**src/rtl/kernel_host_if.sv**
```systemverilog
// Signal bundle between kernel_host, the command path and one kernel instance.
// master: the host side; slave: the surrounding system and kernel.
interface kernel_host_if;
  localparam int unsigned DATA_W = 64;

  logic              arg_valid;
  logic              arg_ready;
  logic [DATA_W-1:0] arg_data;
  logic              arg_ctrl;

  logic              k_r_enable;
  logic [DATA_W-1:0] k_init_i;
  logic              k_ctrl;
  logic              k_w_enable;
  logic [DATA_W-1:0] k_result;

  logic              res_valid;
  logic              res_ready;
  logic [DATA_W-1:0] res_data;
  logic              res_timeout;
  logic              busy;

  modport master (
    input  arg_valid, arg_data, arg_ctrl, k_w_enable, k_result, res_ready,
    output arg_ready, k_r_enable, k_init_i, k_ctrl, res_valid, res_data, res_timeout, busy
  );

  modport slave (
    output arg_valid, arg_data, arg_ctrl, k_w_enable, k_result, res_ready,
    input  arg_ready, k_r_enable, k_init_i, k_ctrl, res_valid, res_data, res_timeout, busy
  );
endinterface

```
**src/rtl/kernel_host.sv**
```systemverilog
// Launches a single-argument kernel, waits for done or timeout, returns the result.
// Optional KERNEL_HOST_CYCLE_COUNT_EN adds res_cycles (WAIT cycles at completion).
module kernel_host #(
  parameter int unsigned TIMEOUT = 1024,
  parameter int unsigned CNT_W   = 16
) (
  input  logic           clk,
  input  logic           rst_n,
  kernel_host_if.master  hif
`ifdef KERNEL_HOST_CYCLE_COUNT_EN
  ,
  output logic [CNT_W-1:0] res_cycles
`endif
);

  localparam int unsigned DATA_W = 64;

  typedef enum logic [1:0] {
    ST_IDLE   = 2'd0,
    ST_LAUNCH = 2'd1,
    ST_WAIT   = 2'd2,
    ST_HOLD   = 2'd3
  } state_t;

  state_t           state_q;
  state_t           state_d;
  logic [CNT_W-1:0] cnt_q;
  logic [CNT_W-1:0] cnt_d;
  logic             timeout_hit;

  logic arg_ready_d;
  logic k_r_enable_d;
  logic busy_d;
  logic res_valid_d;
  logic arg_load;
  logic res_capture;
  logic res_done;

  assign timeout_hit = (cnt_q == CNT_W'(TIMEOUT));

  // State register
  always_ff @(posedge clk or negedge rst_n) begin
    if (!rst_n) begin
      state_q <= ST_IDLE;
    end else begin
      state_q <= state_d;
    end
  end

  // Next state; kernel done is only looked at in WAIT, stale levels elsewhere are ignored
  always_comb begin
    state_d = state_q;
    unique case (state_q)
      ST_IDLE:   if (hif.arg_valid) state_d = ST_LAUNCH;
      ST_LAUNCH: state_d = ST_WAIT;
      ST_WAIT:   if (hif.k_w_enable || timeout_hit) state_d = ST_HOLD;
      ST_HOLD:   if (hif.res_ready) state_d = ST_IDLE;
      default:   state_d = ST_IDLE;
    endcase
  end

  // Output/datapath control; handshake flags are decoded from the next state so they register cleanly
  always_comb begin
    arg_ready_d  = (state_d == ST_IDLE);
    k_r_enable_d = (state_d == ST_LAUNCH);
    busy_d       = (state_d != ST_IDLE);
    res_valid_d  = (state_d == ST_HOLD);
    arg_load     = 1'b0;
    res_capture  = 1'b0;
    res_done     = 1'b0;
    cnt_d        = cnt_q;
    unique case (state_q)
      ST_IDLE:   arg_load = hif.arg_valid;
      ST_LAUNCH: cnt_d = CNT_W'(1);
      ST_WAIT: begin
        // completion takes priority over a coincident timeout
        if (hif.k_w_enable) begin
          res_capture = 1'b1;
          res_done    = 1'b1;
        end else if (timeout_hit) begin
          res_capture = 1'b1;
        end else if (cnt_q != '1) begin
          cnt_d = cnt_q + CNT_W'(1);
        end
      end
      default: ;
    endcase
  end

  // Registered outputs, argument register and wait counter
  always_ff @(posedge clk or negedge rst_n) begin
    if (!rst_n) begin
      hif.arg_ready   <= 1'b0;
      hif.k_r_enable  <= 1'b0;
      hif.busy        <= 1'b0;
      hif.res_valid   <= 1'b0;
      hif.k_init_i    <= '0;
      hif.k_ctrl      <= 1'b0;
      hif.res_data    <= '0;
      hif.res_timeout <= 1'b0;
      cnt_q           <= '0;
`ifdef KERNEL_HOST_CYCLE_COUNT_EN
      res_cycles      <= '0;
`endif
    end else begin
      hif.arg_ready  <= arg_ready_d;
      hif.k_r_enable <= k_r_enable_d;
      hif.busy       <= busy_d;
      hif.res_valid  <= res_valid_d;
      cnt_q          <= cnt_d;
      if (arg_load) begin
        hif.k_init_i <= hif.arg_data;
        hif.k_ctrl   <= hif.arg_ctrl;
      end
      if (res_capture) begin
        hif.res_data    <= res_done ? hif.k_result : DATA_W'(0);
        hif.res_timeout <= ~res_done;
`ifdef KERNEL_HOST_CYCLE_COUNT_EN
        res_cycles      <= cnt_q;
`endif
      end
    end
  end

endmodule

```
**src/flat_wrapper.sv**
```systemverilog
// flat-port wrapper written by rule: the top's interface ports become plain ports
module kernel_host_flat 
#(
  parameter int unsigned TIMEOUT = 1024,
  parameter int unsigned CNT_W   = 16
)
  (clk, rst_n, hif_arg_valid, hif_arg_data, hif_arg_ctrl, hif_k_w_enable, hif_k_result, hif_res_ready, hif_arg_ready, hif_k_r_enable, hif_k_init_i, hif_k_ctrl, hif_res_valid, hif_res_data, hif_res_timeout, hif_busy);
  kernel_host_if hif_i ();
  input  logic clk;
  input  logic rst_n;
  input wire logic [$bits(hif_i.arg_valid)-1:0] hif_arg_valid;
  input wire logic [$bits(hif_i.arg_data)-1:0] hif_arg_data;
  input wire logic [$bits(hif_i.arg_ctrl)-1:0] hif_arg_ctrl;
  input wire logic [$bits(hif_i.k_w_enable)-1:0] hif_k_w_enable;
  input wire logic [$bits(hif_i.k_result)-1:0] hif_k_result;
  input wire logic [$bits(hif_i.res_ready)-1:0] hif_res_ready;
  output wire logic [$bits(hif_i.arg_ready)-1:0] hif_arg_ready;
  output wire logic [$bits(hif_i.k_r_enable)-1:0] hif_k_r_enable;
  output wire logic [$bits(hif_i.k_init_i)-1:0] hif_k_init_i;
  output wire logic [$bits(hif_i.k_ctrl)-1:0] hif_k_ctrl;
  output wire logic [$bits(hif_i.res_valid)-1:0] hif_res_valid;
  output wire logic [$bits(hif_i.res_data)-1:0] hif_res_data;
  output wire logic [$bits(hif_i.res_timeout)-1:0] hif_res_timeout;
  output wire logic [$bits(hif_i.busy)-1:0] hif_busy;
  assign hif_i.arg_valid = hif_arg_valid;
  assign hif_i.arg_data = hif_arg_data;
  assign hif_i.arg_ctrl = hif_arg_ctrl;
  assign hif_i.k_w_enable = hif_k_w_enable;
  assign hif_i.k_result = hif_k_result;
  assign hif_i.res_ready = hif_res_ready;
  assign hif_arg_ready = hif_i.arg_ready;
  assign hif_k_r_enable = hif_i.k_r_enable;
  assign hif_k_init_i = hif_i.k_init_i;
  assign hif_k_ctrl = hif_i.k_ctrl;
  assign hif_res_valid = hif_i.res_valid;
  assign hif_res_data = hif_i.res_data;
  assign hif_res_timeout = hif_i.res_timeout;
  assign hif_busy = hif_i.busy;
  kernel_host #(.TIMEOUT(TIMEOUT), .CNT_W(CNT_W)) u_core (.clk(clk), .rst_n(rst_n), .hif(hif_i));
endmodule
```
**config.mk**
```make
export PLATFORM = sky130hd
export DESIGN_NAME = kernel_host_flat
export DESIGN_NICKNAME = d
export VERILOG_FILES = /design/src/rtl/kernel_host_if.sv /design/src/rtl/kernel_host.sv /design/src/flat_wrapper.sv
export SDC_FILE = /design/constraint.sdc
export NUM_CORES = 1
export LEC_CHECK = 0
export ABC_AREA = 1
export BUFFER_PORTS_ARGS = -buffer_cell sky130_fd_sc_hd__buf_2
export CAP_MARGIN = 20
export CORE_ASPECT_RATIO = 1.75
export CORE_MARGIN = 1
export CORE_UTILIZATION = 30
export CTS_CLUSTER_SIZE = 40
export DETAILED_ROUTE_END_ITERATION = 10
export MAX_ROUTING_LAYER = met4
export PLACE_DENSITY = 0.66
export SYNTH_ARGS = -nofsm -noshare
export SYNTH_HDL_FRONTEND = slang
export SYNTH_SLANG_ARGS = --single-unit
```
**constraint.sdc**
```tcl
create_clock -name clk -period 2.71 [get_ports clk]
set_input_delay 0.4065 -clock clk [delete_from_list [all_inputs] [get_ports clk]]
set_output_delay 0.4065 -clock clk [all_outputs]
set_load 0.01 [all_outputs]
```
==> results of run 1 <==
==> flip-flops by register name (all words and copies together) (netlist names) <==
signal and flops:
u_core.state_q 2, u_core.hif.k_init_i 64, u_core.hif.res_data 64, u_core.hif.busy 1, u_core.hif.res_timeout 1, u_core.cnt_q 16, u_core.hif.k_r_enable 1, u_core.hif.k_ctrl 1
u_core.hif.res_valid 1, u_core.hif.arg_ready 1
==> stage by stage <==
stage          utilization  hold slack, ns  worst slack, ns  cell area, sq um  total power, mW
2_1_floorplan            -          0.1109            1.302              6213            5.698
3_3_place_gp        0.3839          0.4077           0.8440              7789            7.142
3_5_place_dp        0.3849          0.4124           0.7995              7809            7.242
4_1_cts             0.4129          0.1475           0.7634              8377            9.553
5_1_grt             0.4130          0.1610           0.4487              8379            10.11
6_report            0.4130          0.1714           0.7615              8379            9.397
==> timing repair <==
action                    CTS  global route
gates resized for setup     0             0
hold buffers                1             0
buffers inserted            0             0
hold endpoints to repair   51             0
==> tightest hold or removal path, cell delays in order <==
cell and delay (ns):
buf_2 0.08, nand2_1 0.04, nand2_1 0.04
==> worst paths after layout <==
check	startpoint	end	slack (ns)	depth (start not counted)
min	hif_arg_data[31]	u_core.hif.k_init_i[31]$_DFFE_PN0P_	0.17	3
max reg2reg	u_core.state_q[0]$_DFF_PN0_	u_core.cnt_q[9]$_DFFE_PN0P_	0.76	7
max in group asynchronous	rst_n	u_core.hif.res_data[14]$_DFFE_PN0P_	1.51	3
min reg2reg	u_core.hif.res_data[14]$_DFFE_PN0P_	u_core.hif.res_data[14]$_DFFE_PN0P_	0.47	2
min in group asynchronous	rst_n	u_core.hif.k_init_i[53]$_DFFE_PN0P_	0.52	2
max	u_core.state_q[0]$_DFF_PN0_	u_core.cnt_q[9]$_DFFE_PN0P_	0.76	7
==> final cells by class <==
type	instances	area (sq um)	area share
Timing Repair Buffer	275	1468	0.1752
Antenna cell	1	2.502	0.0002986
Multi-Input combinational cell	532	2113	0.2522
Inverter	33	123.9	0.01478
Clock inverter	11	97.59	0.01165
Clock buffer	21	460.4	0.05495
Sequential cell	152	3804	0.4539
Tap cell	248	310.3	0.03703
==> power breakdown <==
part,internal (mW),switching (mW)
sequential,3.24,0.486
clock,1.31,0.938
combinational,1.30,2.13
total,5.85,3.55
==> cells in the final DEF, fill, tap and decap left out, types with 4 or more instances in the layout <==
cell type / count
o21ai_0: 24
clkinvlp_4: 4
dfrtp_1: 152
nand2_1: 444
clkinv_2: 4
a21oi_1: 7
inv_1: 28
nor2_1: 24
clkbuf_16: 17
nand4_1: 5
inv_2: 5
nand3_1: 19
buf_2: 266
buf_12: 5
==> cells by family after synthesis <==
logic type	share of synthesized area
fa+ha+maj	0.004027
simple gates	0.3085
flops	0.6122
buf+inv	0.04853
compound gates	0.02678
==> metal layers <==
metal | wire length, um | global-route usage | vias to the layer above
li1 | - | - | 2803
met1 | 6526 | 0.1795 | 2602
met2 | 9366 | 0.2886 | 166
met3 | 711 | 0.03298 | 29
met4 | 495 | 0.08000 | 0
met5 | 0 | - | -
==> metrics.yaml, run 1 <==
yosys:
  ys_seq_area_frac: 0.6122
  yosysWarnings: 0
  syn_area_per_cell_sq_um: 8.274
  ys.flop_type: "dfrtp_1"
  ys_top_cells_by_area: "dfrtp_1 61%, nand2_1 27%, buf_2 2.0%"
  synthCells: 751
  netlist-cell-type-count: 19
  yosysTopAreaCell: "dfrtp_1"
  synth-edff-count: 0
  synth-seq-cells: 152
  syn_nets: 887
  synth_common_cells: "444 x nand2_1, 152 x dfrtp_1, 30 x inv_1"
  synth_most_common_cell: "nand2_1"
  synth_top_cell_area_share: 0.6122
  async_flop_share: 1.000
  synth_area_sq_mm: 0.006213
timing:
  slew_headroom: 0.5217
  rsz0062_at_grt: "no"
  drv_slew: 0
  fin_skew_ns: 0.009377
  worstMarginPinSlew_ns: 0.7175
  fmax_ghz: 0.5132
  fin_crit_sh: 0.7190
  final-hold-violation-count: 0
  setup_violations: 0
  period_minus_slack_ns: 1.948
  setup_tns_ns: 0
global_route:
  grt_pass1_wl_um: 26960
  grtUsageTotal: 0.1652
  grt_overflow_total: 0
  grt_max_degree: 70
  grt_pass1_vias: 5252
  antenna_found_initial: 1
worst_setup_path:
  start_kind: "flop"
  path_cells: "nor2_2, inv_2, nand2_1, nand2_1, inv_1, nand3_2, o21ai_0"
  endpoint_kind: "flop"
  worstPathRequired_ns: 3.03
  critPathMaxStageDelay_ns: 0.43
  crit_buf_inv: 2
  worstSetupPathType: "reg -> reg"
  cp_top_family: "simple AND/OR/NAND/NOR gates"
  crit_slowest_cell: "dfrtp_1"
  crit_top_cell: "nand2_1"
  arrival_ns: 2.27
  crit_fanout: 32
route:
  wl_um: 17100
  drtIter0Drc: 203
  vias: 5600
  avgRoutedWirePerCell_um: 13.43
  first_pass_iters: 4
  drc_errors: 0
  via_per_inst: 4.399
  detail-route-antenna-nets: 0
cells_and_area:
  fillers: 2057
  drive_gt1_frac: 0.3066
  nets: 1147
  final_cells: 1273
  synthToLayoutAreaGrowth_pct: 34.86
cts:
  clkLatencyLatePin_ns: 0.43
  clk_path_buf_depth: 2
  clk_pin_slew_ns: 0.06
  clock-sinks: 152
  cts-root-buf: "clkbuf_16"
  cts_buffers: 17
  h-tree-depth: 4
  cts_tree: "done"
hold_path:
  hold_class: "in -> reg"
floorplanning:
  die_x_um: 110.8
  ios: 268
  die_height_um: 192.4
  rows: 69
  start_util: 0.3063
  dieArea_sq_mm: 0.02131
  core_sq_mm: 0.02029
power_and_ir_drop:
  leakage_nw: 4.856
  power.density_mw_per_mm2: 1121
  peakVddDrop_mv: 0.5684
job:
  maxCapViolCount: 0
place:
  hpwl_um: 12240
  dpl.cell_count: 1239
  portBuffers: 267
  gp_congestion: 0.9017
status:
  outcome: "finished clean"
No activity file was read; power rests on OpenSTA's default activity.
==> inputs of run 2 (changes only) <==
Clock period 2.71 ns to 1.8 ns, I/O delays scaled along.
==> run 2 against run 1 <==
Against the previous run: cell area increased by 1.7%; fmax increased by 20%; final cell count increased by 0.55%; sequential share of layout area decreased by 0.75 points; sequential power increased by 51%; count of clock-buffer cells in the layout unchanged; critical path type unchanged; largest cell class unchanged; largest power group unchanged; highest routed layer unchanged.
==> metrics.yaml, run 2 (synthesis results as in run 1) <==
cts:
  clk_pin_slew_ns: 0.06
  h-tree-depth: 4
  clkLatencyLatePin_ns: 0.43
  cts_setup_buffers: 0
  clock-sinks: 152
  cts-root-buf: "clkbuf_16"
  cts_buffers: 17
  cts_tree: "done"
  clk_path_buf_depth: 2
worst_setup_path:
  worst_r2r_path_depth: 11
  worstSetupPathType: "reg -> reg"
  endpoint_kind: "flop"
  start_kind: "flop"
  r2r-end: "u_core.cnt_q[14]$_DFFE_PN0P_"
  arrival_ns: 1.94
  r2r_slack_ns: 0.17
  crit_fanout: 12
  rr_startpoint: "u_core.cnt_q[1]$_DFFE_PN0P_"
  worstPathRequired_ns: 2.12
timing:
  rsz0062_at_grt: "no"
  final-hold-violation-count: 0
  hold_slack_ns: 0.03496
  drv_slew: 0
  worstMarginPinSlew_ns: 0.4206
  period_minus_slack_ns: 1.628
  setup_violations: 0
  setup_slack_ns: 0.1716
  fin_skew_ns: 0.01040
  fmax_ghz: 0.6141
  fin_crit_sh: 0.9046
  setup_tns_ns: 0
  slew_headroom: 0.7196
place:
  dpl.cell_count: 1247
  portBuffers: 267
  place_worst_setup_slack_ns: 0.2238
  placed_cell_area_sq_mm: 0.007869
  gp_congestion: 0.8299
  hpwl_um: 12140
status:
  outcome: "finished clean"
global_route:
  grt_max_degree: 70
  antenna_found_initial: 0
  grt_pass1_vias: 5472
  grtUsageTotal: 0.1683
  grt_pass1_wl_um: 27370
  grt_overflow_total: 0
cells_and_area:
  synthToLayoutAreaGrowth_pct: 37.11
  final_cells: 1280
  layout_commonest_cell: "nand2_1"
  nets: 1155
  layout_common_cells: "444 x nand2_1, 266 x buf_2, 152 x dfrtp_1"
  drive_gt1_frac: 0.3133
  fin_area_sq_mm: 0.008519
  fillers: 2052
  top_regs: "u_core.hif.k_init_i (64), u_core.hif.res_data (64), u_core.cnt_q (16)"
hold_path:
  whs_path_depth: 3
  hold_class: "in -> reg"
  hp-start: "hif_arg_data[26]"
  holdPathEnd: "u_core.hif.k_init_i[26]$_DFFE_PN0P_"
route:
  first_pass_iters: 4
  wl_um: 17150
  vias: 5601
  detail-route-antenna-nets: 0
  drc_errors: 0
  avgRoutedWirePerCell_um: 13.40
  via_per_inst: 4.376
  drtIter0Drc: 205
power_and_ir_drop:
  p_switching_mw: 5.366
  p_clk_frac: 0.260
  power.density_mw_per_mm2: 1721
  peakVddDrop_mv: 1.008
  p_comb_frac: 0.357
  switching_share: 0.3660
  p_seq_frac: 0.383
  p_int_mw: 9.296
  leakage_nw: 4.942
floorplanning:
  ios: 268
  core_sq_mm: 0.02029
  die_x_um: 110.8
  start_util: 0.3063
  dieArea_sq_mm: 0.02131
  die_height_um: 192.4
  rows: 69
job:
  maxCapViolCount: 0
-- run 2: cell types whose count changed in the layout (fill, tap and decap cells not counted), moves of 3 or more --
| cell | change |
|---|---|
| buf_4 | +7 |
| bufinv_16 | +3 |
| clkinv_2 | -3 |
| clkinv_4 | +3 |
| clkinvlp_4 | -4 |
-- run 2: how the worst max path moves through the flow --
stage,start,end,slack (ns),cells after the start
2_1_floorplan,u_core.cnt_q[0]$_DFFE_PN0P_,u_core.cnt_q[3]$_DFFE_PN0P_,0.39,10
3_3_place_gp,u_core.cnt_q[0]$_DFFE_PN0P_,u_core.hif.busy$_DFF_PN0_,0.26,9
3_5_place_dp,u_core.cnt_q[1]$_DFFE_PN0P_,u_core.cnt_q[3]$_DFFE_PN0P_,0.22,9
4_1_cts,u_core.cnt_q[1]$_DFFE_PN0P_,u_core.cnt_q[2]$_DFFE_PN0P_,0.14,10
5_1_grt,u_core.cnt_q[1]$_DFFE_PN0P_,u_core.cnt_q[14]$_DFFE_PN0P_,0.03,11
6_report,u_core.cnt_q[1]$_DFFE_PN0P_,u_core.cnt_q[14]$_DFFE_PN0P_,0.17,11
-- run 2: through the flow --
step                utilization  power [mW]
finish                   0.4199       14.66
global route             0.4198       15.79
CTS                      0.4194       14.88
detailed placement       0.3879       10.97
global placement         0.3879       10.85
floorplan                     -       8.579
-- run 2: power by group through the flow --
stage	Combinational, mW	Clock [mW]	Sequential (mW)
final	5.23	3.81	5.62
after global placement	5.23	0	5.62
after CTS	5.33	3.93	5.62
after global routing	5.90	4.07	5.82
after detailed placement	5.33	0	5.64
after floorplan	2.24	0	6.34
-- run 2: cell type report --
class,count,area (sq um),area share
diodes,1,2.502,0.0002937
clock buffers,21,460.4,0.05405
clock inverters,10,168.9,0.01983
inverters,33,123.9,0.01454
multi-input cells,532,2118,0.2486
flip-flops and latches,152,3804,0.4465
well taps,248,310.3,0.03642
repair buffers,283,1531,0.1798
-- run 2: routing by layer --
layer  vias to the layer above  share of wire  wire length [um]  GRT usage
met5                         -              0                 0          -
li1                       2818              -                 -          -
met3                        42          0.032               556    0.03046
met2                       157           0.54              9176     0.2891
met4                         0          0.036               614    0.09385
met1                      2584           0.40              6800     0.1843
-- run 2: worst max-delay path, cell delays in order (launching register included) --
cell	delay, ns
dfrtp_1	0.42
ha_2	0.22
nand2_1	0.08
inv_2	0.09
nand2_1	0.08
nor2_2	0.14
nand3_1	0.10
nand3_2	0.08
buf_4	0.17
inv_1	0.05
nand2_1	0.05
nand2_1	0.04
-- run 2: timing repair --
action | 4_1_cts | 5_1_grt
endpoints found under the hold margin | 18 | 0
hold buffers | 1 | 0
endpoints found under the setup margin | 0 | 9
gates resized for setup | 0 | 3
==> inputs of run 3 (changes only) <==
Settings changed: BUFFER_PORTS_ARGS -buffer_cell sky130_fd_sc_hd__buf_2 to -buffer_cell sky130_fd_sc_hd__buf_4, GPL_ROUTABILITY_DRIVEN set to 1.
==> run 3 against run 2 <==
Against the previous run: global-route usage up 0.73 points; critical endpoint is now u_core.cnt_q[8]$_DFFE_PN0P_; power up 4.7%; clock power shrank 8.4%; sequential power grew 2%; critical path depth shrank 1; critical path type unchanged.
==> metrics.yaml, run 3 (synthesis results as in run 1) <==
status:
  outcome: "finished clean"
timing:
  fin_crit_sh: 0.8905
  final-hold-violation-count: 0
  slew_headroom: 0.7155
  setup_tns_ns: 0
  period_minus_slack_ns: 1.603
  drv_slew: 0
  fin_skew_ns: 0.009510
  worstMarginPinSlew_ns: 0.4267
  setup_violations: 0
  fmax_ghz: 0.6239
  rsz0062_at_grt: "no"
floorplanning:
  die_x_um: 110.8
  rows: 69
  ios: 268
  dieArea_sq_mm: 0.02131
  core_sq_mm: 0.02029
  start_util: 0.3063
  die_height_um: 192.4
power_and_ir_drop:
  report.power.total_mw: 15.34
  peakVddDrop_mv: 0.8145
  power.density_mw_per_mm2: 1680
  leakage_nw: 5.111
global_route:
  use_met1: 0.1766
  grt_max_degree: 68
  grt_pass1_wl_um: 28030
  globalRoute.busiestLayer: "met2"
  antenna_found_initial: 0
  grt_util_met2: 0.3184
  grtUsageTotal: 0.1756
  met3_usage: 0.03518
  grt_overflow_total: 0
  grt_pass1_vias: 5540
cells_and_area:
  drive_gt1_frac: 0.3123
  diodes: 0
  layout_commonest_cell: "nand2_1"
  nets: 1156
  synthToLayoutAreaGrowth_pct: 47.02
  layout_common_cells: "444 x nand2_1, 276 x buf_4, 152 x dfrtp_1"
  top_regs: "u_core.hif.k_init_i (64), u_core.hif.res_data (64), u_core.cnt_q (16)"
worst_setup_path:
  worstSetupPathType: "reg -> reg"
  start_kind: "flop"
  endpoint_kind: "flop"
  worstPathRequired_ns: 2.09
  arrival_ns: 1.89
  r2r_slack_ns: 0.20
  crit_fanout: 28
cts:
  clkLatencyLatePin_ns: 0.42
  cts_tree: "done"
  cts-root-buf: "clkbuf_16"
  cts_buffers: 17
  clk_pin_slew_ns: 0.06
  clock-sinks: 152
  clk_path_buf_depth: 2
  h-tree-depth: 4
route:
  drc_errors: 0
  via_per_inst: 4.430
  wl_um: 18040
  first_pass_iters: 6
  detail-route-antenna-nets: 0
  vias: 5666
  avgRoutedWirePerCell_um: 14.10
  drtIter0Drc: 166
place:
  gp_congestion: 0.8729
  hpwl_um: 12980
  portBuffers: 267
job:
  maxCapViolCount: 0
hold_path:
  hold_class: "in -> reg"
run 3: timing repair:
item / 4_1_cts / 5_1_grt
endpoints found under the setup margin: 0 / 0
hold buffers: 1 / 0
resized for setup: 0 / 0
hold endpoints to repair: 36 / 0
setup buffers: 0 / 0
run 3: per-layer routing:
metal / routed length, um / vias up
li1: - / 2813
met4: 675 / 0
met3: 589 / 41
met5: 0 / -
met1: 6837 / 2643
met2: 9934 / 169
run 3: report_power, final:
part           internal, mW  switching (mW)  total [mW]  leakage (nW)
logic                  2.87            3.27        6.15          2.92
clock network          2.12            1.37        3.49         0.280
registers              4.89           0.818        5.71          1.91
run 3: worst max-delay path, cell delays in order, from the launching register on:
cell and delay, ns:
dfrtp_1 0.41, ha_1 0.22, nand2_1 0.10, inv_2 0.06, nand2_1 0.08, nor2_1 0.06
nand3_1 0.09, nand3_2 0.13, buf_12 0.19, nand2_1 0.05, o21ai_0 0.08
run 3: path summary, 6_finish.rpt:
| kind | depth (start not counted) | to | from |
|---|---|---|---|
| max | 10 | u_core.cnt_q[8]$_DFFE_PN0P_ | u_core.cnt_q[0]$_DFFE_PN0P_ |
| max reg2reg | 10 | u_core.cnt_q[8]$_DFFE_PN0P_ | u_core.cnt_q[0]$_DFFE_PN0P_ |
| min in group asynchronous | 2 | u_core.hif.k_init_i[58]$_DFFE_PN0P_ | rst_n |
| max in group asynchronous | 3 | u_core.hif.res_data[61]$_DFFE_PN0P_ | rst_n |
| min | 3 | u_core.hif.k_init_i[0]$_DFFE_PN0P_ | hif_arg_data[0] |
| min reg2reg | 2 | u_core.hif.res_data[60]$_DFFE_PN0P_ | u_core.hif.res_data[60]$_DFFE_PN0P_ |
run 3: final cells by class:
cell class                 instances  area [sq um]
clock inverter                     9         100.1
fill                            2027         11150
sequential                       152          3804
tap                              248         310.3
inverter                          33         123.9
clock buffer                      21         470.5
timing repair buffer             284          2213
multi-input combinational        532          2113
run 3: stage by stage:
stage               hold WS (ns)  setup WS, ns  cells    util  cell area [sq um]
floorplan               -0.02559        0.3919    751       -               6213
global placement          0.2226        0.2678   1248  0.4216               8554
detailed placement        0.2186        0.2245   1248  0.4216               8554
CTS                      0.01509        0.2111   1279  0.4503               9135
global route             0.02067      0.003685   1279  0.4503               9135
finish                   0.03787        0.1971   1279  0.4503               9135
